$ cat src/rtl/wdt_svc_pkg.sv
`timescale 1ns/1ps
`default_nettype none
//------------------------------------------------------------------------------
// Module   : wdt_svc_pkg
// Purpose  : Shared types and default constants for the WDT service controller
//            (transfer FSM states, requester identifiers, WDT register map).
// Revision : 1.0 - initial release
//------------------------------------------------------------------------------
package wdt_svc_pkg;

   typedef enum logic [1:0] {
      IDLE    = 2'd0,
      SETUP   = 2'd1,
      ACCESS  = 2'd2,
      CAPTURE = 2'd3
   } xfer_state_e;

   typedef enum logic [1:0] {
      REQ_INIT = 2'd0,
      REQ_KICK = 2'd1,
      REQ_CPU  = 2'd2
   } req_e;

   localparam int c_ADDR_W       = 8;
   localparam int c_DATA_W       = 21;
   localparam int c_CLK_DIV_ADDR = 'h11;
   localparam int c_KICK_ADDR    = 'h22;
   localparam int c_TIMEOUT_ADDR = 'h33;
   localparam int c_CLK_DIV_INIT = 0;
   localparam int c_TIMEOUT_INIT = 25;
   localparam int c_KICK_VALUE   = 1;
   localparam int c_KICK_PERIOD  = 16;
   localparam int c_TIMER_W      = 16;

endpackage : wdt_svc_pkg
`default_nettype wire

$ cat src/rtl/wdt_kick_timer.sv
`timescale 1ns/1ps
`default_nettype none
//------------------------------------------------------------------------------
// Module   : wdt_kick_timer
// Purpose  : Free-running kick period counter with a single-entry pending flag.
// Ports    : pclk, presetn      - clock, asynchronous active-low reset
//            enable             - count only while the WDT is programmed
//            clear              - synchronous clear of counter and flag
//            consume            - kick transfer has been launched
//            kick_pending       - a kick is owed to the WDT
// Revision : 1.0 - initial release
//------------------------------------------------------------------------------
module wdt_kick_timer
   import wdt_svc_pkg::*;
#(
   parameter int KICK_PERIOD = c_KICK_PERIOD
) (
   input  logic pclk,
   input  logic presetn,
   input  logic enable,
   input  logic clear,
   input  logic consume,
   output logic kick_pending
);

   localparam logic [c_TIMER_W-1:0] c_LAST = c_TIMER_W'(KICK_PERIOD - 1);

   logic [c_TIMER_W-1:0] r_count;
   logic                 r_pending;
   logic                 w_expire;

   assign w_expire = enable && (r_count == c_LAST);

   always_ff @(posedge pclk or negedge presetn) begin
      if (!presetn) begin
         r_count   <= '0;
         r_pending <= 1'b0;
      end else if (clear) begin
         r_count   <= '0;
         r_pending <= 1'b0;
      end else begin
         if (enable) begin
            r_count <= w_expire ? '0 : r_count + 1'b1;
         end
         // A fresh expiry on the consume edge is a new kick and must survive;
         // an expiry while already pending simply merges into it.
         if (w_expire) begin
            r_pending <= 1'b1;
         end else if (consume) begin
            r_pending <= 1'b0;
         end
      end
   end

   assign kick_pending = r_pending;

endmodule : wdt_kick_timer
`default_nettype wire

$ cat src/rtl/wdt_service_ctrl.sv
`timescale 1ns/1ps
`default_nettype none
//------------------------------------------------------------------------------
// Module   : wdt_service_ctrl
// Purpose  : Programs the WDT after reset, kicks it periodically and shares the
//            single WDT register port with CPU requests (non-preemptive).
// Ports    : pclk/presetn                     - clock, async active-low reset
//            cpu_req/wr/addr/wdata            - CPU request (held until ack)
//            cpu_ack/rdata/err                - CPU completion
//            paddr/pwdata/wren/rden/prdata    - WDT register port
//            cpu_reset_trig                   - WDT timeout pulse
//            init_done/wdt_fired              - status
// Config   : WDT_CPU_KICK_BLOCK_EN - reject CPU writes to the kick register
//            with cpu_err instead of forwarding them.
// Revision : 1.0 - initial release
//------------------------------------------------------------------------------
module wdt_service_ctrl
   import wdt_svc_pkg::*;
#(
   parameter int                ADDR_W       = c_ADDR_W,
   parameter int                DATA_W       = c_DATA_W,
   parameter logic [ADDR_W-1:0] CLK_DIV_ADDR = ADDR_W'(c_CLK_DIV_ADDR),
   parameter logic [ADDR_W-1:0] KICK_ADDR    = ADDR_W'(c_KICK_ADDR),
   parameter logic [ADDR_W-1:0] TIMEOUT_ADDR = ADDR_W'(c_TIMEOUT_ADDR),
   parameter int                CLK_DIV_INIT = c_CLK_DIV_INIT,
   parameter int                TIMEOUT_INIT = c_TIMEOUT_INIT,
   parameter int                KICK_VALUE   = c_KICK_VALUE,
   parameter int                KICK_PERIOD  = c_KICK_PERIOD
) (
   input  logic              pclk,
   input  logic              presetn,
   input  logic              cpu_req,
   input  logic              cpu_wr,
   input  logic [ADDR_W-1:0] cpu_addr,
   input  logic [DATA_W-1:0] cpu_wdata,
   output logic              cpu_ack,
   output logic [DATA_W-1:0] cpu_rdata,
   output logic              cpu_err,
   output logic [ADDR_W-1:0] paddr,
   output logic [DATA_W-1:0] pwdata,
   output logic              wren,
   output logic              rden,
   input  logic [DATA_W-1:0] prdata,
   input  logic              cpu_reset_trig,
   output logic              init_done,
   output logic              wdt_fired
);

   xfer_state_e       r_state, w_state_nxt;
   req_e              r_owner, w_sel_owner;
   logic              r_wr, w_sel_wr;
   logic [ADDR_W-1:0] r_paddr, w_sel_addr;
   logic [DATA_W-1:0] r_pwdata, w_sel_data;
   logic              r_wren, r_rden;
   logic              r_cpu_ack;
   logic [DATA_W-1:0] r_cpu_rdata;
   logic              r_init_done, r_init_step, r_stale, r_fired;
   logic              w_start, w_kick_pending, w_consume;
`ifdef WDT_CPU_KICK_BLOCK_EN
   logic              w_block;
   logic              r_cpu_err;
`endif

   wdt_kick_timer #(
      .KICK_PERIOD (KICK_PERIOD)
   ) u_kick_timer (
      .pclk         (pclk),
      .presetn      (presetn),
      .enable       (r_init_done),
      .clear        (cpu_reset_trig),
      .consume      (w_consume),
      .kick_pending (w_kick_pending)
   );

   always_ff @(posedge pclk or negedge presetn) begin
      if (!presetn) r_state <= IDLE;
      else          r_state <= w_state_nxt;
   end

   // Next-state and arbitration. Reads drive pwdata=0 so that a CPU read of
   // the kick register never presents the kick address/data pair.
   always_comb begin
      w_state_nxt = r_state;
      w_start     = 1'b0;
      w_sel_owner = REQ_INIT;
      w_sel_wr    = 1'b1;
      w_sel_addr  = '0;
      w_sel_data  = '0;
`ifdef WDT_CPU_KICK_BLOCK_EN
      w_block     = 1'b0;
`endif
      unique case (r_state)
         IDLE: begin
            if (!r_init_done) begin
               w_start     = 1'b1;
               w_sel_owner = REQ_INIT;
               w_sel_addr  = r_init_step ? TIMEOUT_ADDR : CLK_DIV_ADDR;
               w_sel_data  = r_init_step ? DATA_W'(TIMEOUT_INIT) : DATA_W'(CLK_DIV_INIT);
            end else if (w_kick_pending) begin
               w_start     = 1'b1;
               w_sel_owner = REQ_KICK;
               w_sel_addr  = KICK_ADDR;
               w_sel_data  = DATA_W'(KICK_VALUE);
            end else if (cpu_req && !r_cpu_ack) begin
`ifdef WDT_CPU_KICK_BLOCK_EN
               w_block = cpu_wr && (cpu_addr == KICK_ADDR);
`endif
               w_start     = 1'b1;
`ifdef WDT_CPU_KICK_BLOCK_EN
               w_start     = !w_block;
`endif
               w_sel_owner = REQ_CPU;
               w_sel_wr    = cpu_wr;
               w_sel_addr  = cpu_addr;
               w_sel_data  = cpu_wr ? cpu_wdata : '0;
            end
            if (w_start) w_state_nxt = SETUP;
         end
         SETUP:   w_state_nxt = ACCESS;
         ACCESS:  w_state_nxt = CAPTURE;
         CAPTURE: w_state_nxt = IDLE;
         default: w_state_nxt = IDLE;
      endcase
   end

   assign w_consume = w_start && (w_sel_owner == REQ_KICK);

   always_ff @(posedge pclk or negedge presetn) begin
      if (!presetn) begin
         r_owner     <= REQ_INIT;
         r_wr        <= 1'b0;
         r_paddr     <= '0;
         r_pwdata    <= '0;
         r_wren      <= 1'b0;
         r_rden      <= 1'b0;
         r_cpu_ack   <= 1'b0;
         r_cpu_rdata <= '0;
         r_init_done <= 1'b0;
         r_init_step <= 1'b0;
         r_stale     <= 1'b0;
         r_fired     <= 1'b0;
`ifdef WDT_CPU_KICK_BLOCK_EN
         r_cpu_err   <= 1'b0;
`endif
      end else begin
         r_cpu_ack   <= 1'b0;
         r_cpu_rdata <= '0;
         r_wren      <= (r_state == SETUP) &&  r_wr;
         r_rden      <= (r_state == SETUP) && !r_wr;
`ifdef WDT_CPU_KICK_BLOCK_EN
         r_cpu_err   <= 1'b0;
         if (w_block) begin
            r_cpu_ack <= 1'b1;
            r_cpu_err <= 1'b1;
         end
`endif
         if (w_start) begin
            r_owner  <= w_sel_owner;
            r_wr     <= w_sel_wr;
            r_paddr  <= w_sel_addr;
            r_pwdata <= w_sel_data;
            r_stale  <= 1'b0;
         end
         if (r_state == CAPTURE) begin
            r_paddr  <= '0;
            r_pwdata <= '0;
            if (r_owner == REQ_CPU) begin
               r_cpu_ack   <= 1'b1;
               r_cpu_rdata <= r_wr ? '0 : prdata;
            end
            // An init write overtaken by a timeout must not advance the
            // sequence; init restarts from the clock-divider write.
            if (r_owner == REQ_INIT && !r_stale) begin
               r_init_step <= !r_init_step;
               if (r_init_step) r_init_done <= 1'b1;
            end
         end
         if (cpu_reset_trig) begin
            r_fired     <= 1'b1;
            r_init_done <= 1'b0;
            r_init_step <= 1'b0;
            r_stale     <= 1'b1;
         end
      end
   end

   assign paddr     = r_paddr;
   assign pwdata    = r_pwdata;
   assign wren      = r_wren;
   assign rden      = r_rden;
   assign cpu_ack   = r_cpu_ack;
   assign cpu_rdata = r_cpu_rdata;
   assign init_done = r_init_done;
   assign wdt_fired = r_fired;
`ifdef WDT_CPU_KICK_BLOCK_EN
   assign cpu_err   = r_cpu_err;
`else
   assign cpu_err   = 1'b0;
`endif

endmodule : wdt_service_ctrl
`default_nettype wire
$ cat config.mk
export PLATFORM = sky130hd
export DESIGN_NAME = wdt_service_ctrl
export DESIGN_NICKNAME = d
export VERILOG_FILES = /design/src/rtl/wdt_svc_pkg.sv /design/src/rtl/wdt_kick_timer.sv /design/src/rtl/wdt_service_ctrl.sv
export SDC_FILE = /design/constraint.sdc
export NUM_CORES = 1
export LEC_CHECK = 0
export ABC_AREA = 1
export CELL_PAD_IN_SITES_DETAIL_PLACEMENT = 1
export CELL_PAD_IN_SITES_GLOBAL_PLACEMENT = 1
export CORE_MARGIN = 4
export CORE_UTILIZATION = 45
export CTS_CLUSTER_SIZE = 12
export DETAILED_ROUTE_END_ITERATION = 6
export DONT_BUFFER_PORTS = 1
export PLACE_DENSITY_LB_ADDON = 0.1
export SLEW_MARGIN = 5
export SYNTH_ARGS = -nofsm -noshare
export SYNTH_HDL_FRONTEND = slang
export SYNTH_SLANG_ARGS = --single-unit
$ cat constraint.sdc
create_clock -name pclk -period 1.61 [get_ports pclk]
set_input_delay 0.2415 -clock pclk [delete_from_list [all_inputs] [get_ports pclk]]
set_output_delay 0.2415 -clock pclk [all_outputs]
set_load 0.01 [all_outputs]
==> results by group <==
STA
  – Final setup violating endpoints: 0
  – Worst hold slack: -0.415 ns
  – Fin worst setup slack: 0.119 ns
  – Fmax: ~670 MHz
  – RSZ-0062 raised after global routing: false
  – Skew final: between 0.01 and 0.015 ns
  – Final hold violation count: between 70 and 80
  – Final Max Slew Viols: 0
  – Final period util: between 90% and 100%
  – Setup TNS: 0 ns
  – Final min period: roughly 1.5 ns

Run status
  – Status: complete, but fails checks
  – Failing checks: hold timing

Global route
  – Largest net degree at the start of global routing: 80
  – First-pass GRT wire length: ~15 mm
  – Initial antenna violation count: 0
  – Total gr overflow: 0
  – Overall routing resource usage: around a fifth
  – Vias in the first global route: 3022

Worst setup path
  – CP Launch Type: register
  – Crit path kind: register to register
  – Req. time, crit path: about 1.8 ns
  – Critical path arrival: between 1.5 and 2 ns
  – Reg2Reg Setup Slack: 0.12 ns
  – Max FO, Critical Path: 29
  – CP endpoint kind: register

Die
  – Ports: 111
  – Initial Utilization: 46.9%
  – Core Box Area: between 7000 and 8000 sq um
  – Die width: about 95 microns
  – Die H: 95.4 microns
  – Die Area: a little over 9000 sq um
  – # rows: 31

Synthesis
  – Ys flop type: dfrtp_1
  – Synth Register Bits: 79
  – Avg Inst Size Synth: 8.48 sq um
  – Distinct cells, synth: 29
  – Sequential share of the synthesized area: between 50% and 60%
  – Yosys warning count: 0
  – Cell taking the most area after synthesis: dfrtp_1
  – Post-synth net total: approximately 470
  – Ranking of synthesized cells by area: dfrtp_1 58%, nand2_1 11%, nor2_1 6.9%
  – Mapped Cells: roughly 410
  – Top cell type's share of synthesized area: a little under three fifths
  – Post-synth EDFFs: 0
  – Post-synthesis cell area: 3440 sq um
  – Most frequent cells after synthesis: 98 x nand2_1, 79 x dfrtp_1, 63 x nor2_1
  – Most frequent cell after synthesis: nand2_1
  – Share of flip-flops with an asynchronous set or reset: between 90% and 100%

Placement
  – Placed instance area: about 3600 sq um
  – Placer Congestion: around 0.84
  – I/O Buffers: 0
  – DP HPWL: between 6 and 7 mm
  – Pre-CTS WS: between 0.03 and 0.04 ns

Cells and area
  – Area Growth Syn to Fin: 18.9%
  – Fin area: 4090 sq um
  – Antenna diodes: 0
  – Layout cell share with drive strength beyond 1: 11.0%
  – Nets: 501

Pwr
  – Worst vdd ir: between 700 and 800 uV
  – Switching power: 1280 uW
  – PD cells: 1180 nW/um^2
  – Clk pwr share: slightly below 40%
  – Combinational share of power: between 15 and 20%
  – Flop pwr share: between 40% and 50%
  – P_leak: around 0.0021 uW
  – Sw frac: 26.5%
  – Int Pwr: between 3000 and 4000 uW

Routing
  – Via density: approximately 5.0
  – Post-Route WL: 9.01 mm
  – DRT iter0 DRCs: 66
  – ANT nets after route: 0
  – DRC Markers: 0
  – Avg WL per Cell: ~17 microns
  – Pre-antenna DRT Iters: 4
  – Detailed-route via count: roughly 2700

Hold path
  – Worst Hold Class: primary input to async pin

CTS
  – Longest Clk Path Bufs: 2
  – TritonCTS clock tree: yes
  – Clock H-tree levels: 3
  – Clk root buf: clkbuf_8
  – Worst-Skew Late Latency: around 0.34 ns
  – Total CTS buffers: 9
  – CTS Sinks: just under 80
  – Setup Fix Bufs, Post-CTS: 0
  – Clk pin slew, worst setup/hold paths: roughly 0.08 ns

Flow run
  – Max-Cap Viols: 0
## through the flow
stage	util [%]	power, uW	instances
final	55.7	4830	544
after global routing	55.7	5080	544
after CTS	55.4	4870	543
after detailed placement	49.7	2950	512
after global placement	49.7	2900	512
after floorplan	-	2760	405
## flip-flops by register name, indices dropped and copies added, names as in the netlist
register	count
wdt_fired	1
r_wr	1
r_stale	1
u_kick_timer.kick_pending	1
paddr	8
cpu_rdata	21
cpu_ack	1
wren	1
u_kick_timer.r_count	16
rden	1
r_state	2
pwdata	21
init_done	1
r_owner	2
r_init_step	1
## logic make-up (layout without fill, tap and decap cells)
group	count (synthesis)	in the layout	share of synthesized area [%]
xor gates and xnor gates	2	2	0.510
buffers and inverters	69	109	8.48
DFF	79	79	57.5
and+or+nand+nor	196	196	23.5
AOI/OAI and AO/OA	53	53	8.05
adders and majority gates	5	5	1.82
other	1	1	0.109
## path summary, 6_finish.rpt
check / startpoint / to / cells past startpoint
setup / recovery: r_state[1] / paddr[5] / 8
hold / removal: presetn / paddr[2] / 0
setup reg to reg: r_state[1] / paddr[5] / 8
hold reg to reg: r_wr / rden / 1
max in group asynchronous: presetn / r_stale / 0
min in group pclk: prdata[4] / cpu_rdata[4] / 2
## power groups by stage
| stage | clock network [uW] | logic (uW) | registers (uW) |
|---|---|---|---|
| 2_1_floorplan | 0 | 550 | 2210 |
| 5_1_grt | 2030 | 842 | 2210 |
| 4_1_cts | 1930 | 741 | 2200 |
| 3_3_place_gp | 0 | 663 | 2240 |
| 3_5_place_dp | 0 | 708 | 2240 |
| 6_report | 1880 | 744 | 2200 |
## cell type report
class / count / area, sq um
clock buffers: 9 / 124
well taps: 99 / 124
multi-input cells: 257 / 1180
clock inverters: 6 / 134
repair buffers: 36 / 325
flip-flops and latches: 79 / 1980
inverters: 58 / 220
fillers: 859 / 3240
## cells in the final DEF, fill, tap and decap left out, drive strengths merged
master	instances
nor3b	1
nor2	66
nand4	5
a21oi	10
dlygate4sd3	17
o2111ai	1
xor2	1
bufinv	4
o21ai	37
inv	58
nor3	7
conb	1
or2	1
o21a	1
nand3	15
clkbuf	9
dfrtp	79
nand2	101
xnor2	1
o22ai	1
a31oi	3
buf	19
ha	5
clkinv	2
## metal layers
metal  share of wire (%)  GRT usage, %
met5                   0             0
met4                0.68          5.33
met3                 4.6          5.60
met2                  54          38.0
met1                  41          25.7
## repair_timing
item | 4_1_cts | 5_1_grt
hold buffers | 16 | 1
endpoints found under the hold margin | 97 | 80
gates resized for setup | 0 | 8
endpoints found under the setup margin | 0 | 56
## critical path: stages, from the launching register on
cell and delay [ns]:
dfrtp_1 0.41, inv_1 0.12, ha_2 0.26, nand2_2 0.08
inv_2 0.12, nor2_4 0.05, buf_12 0.16, nand2_1 0.06
o21ai_0 0.10
Power figures use the tool's default switching activity.
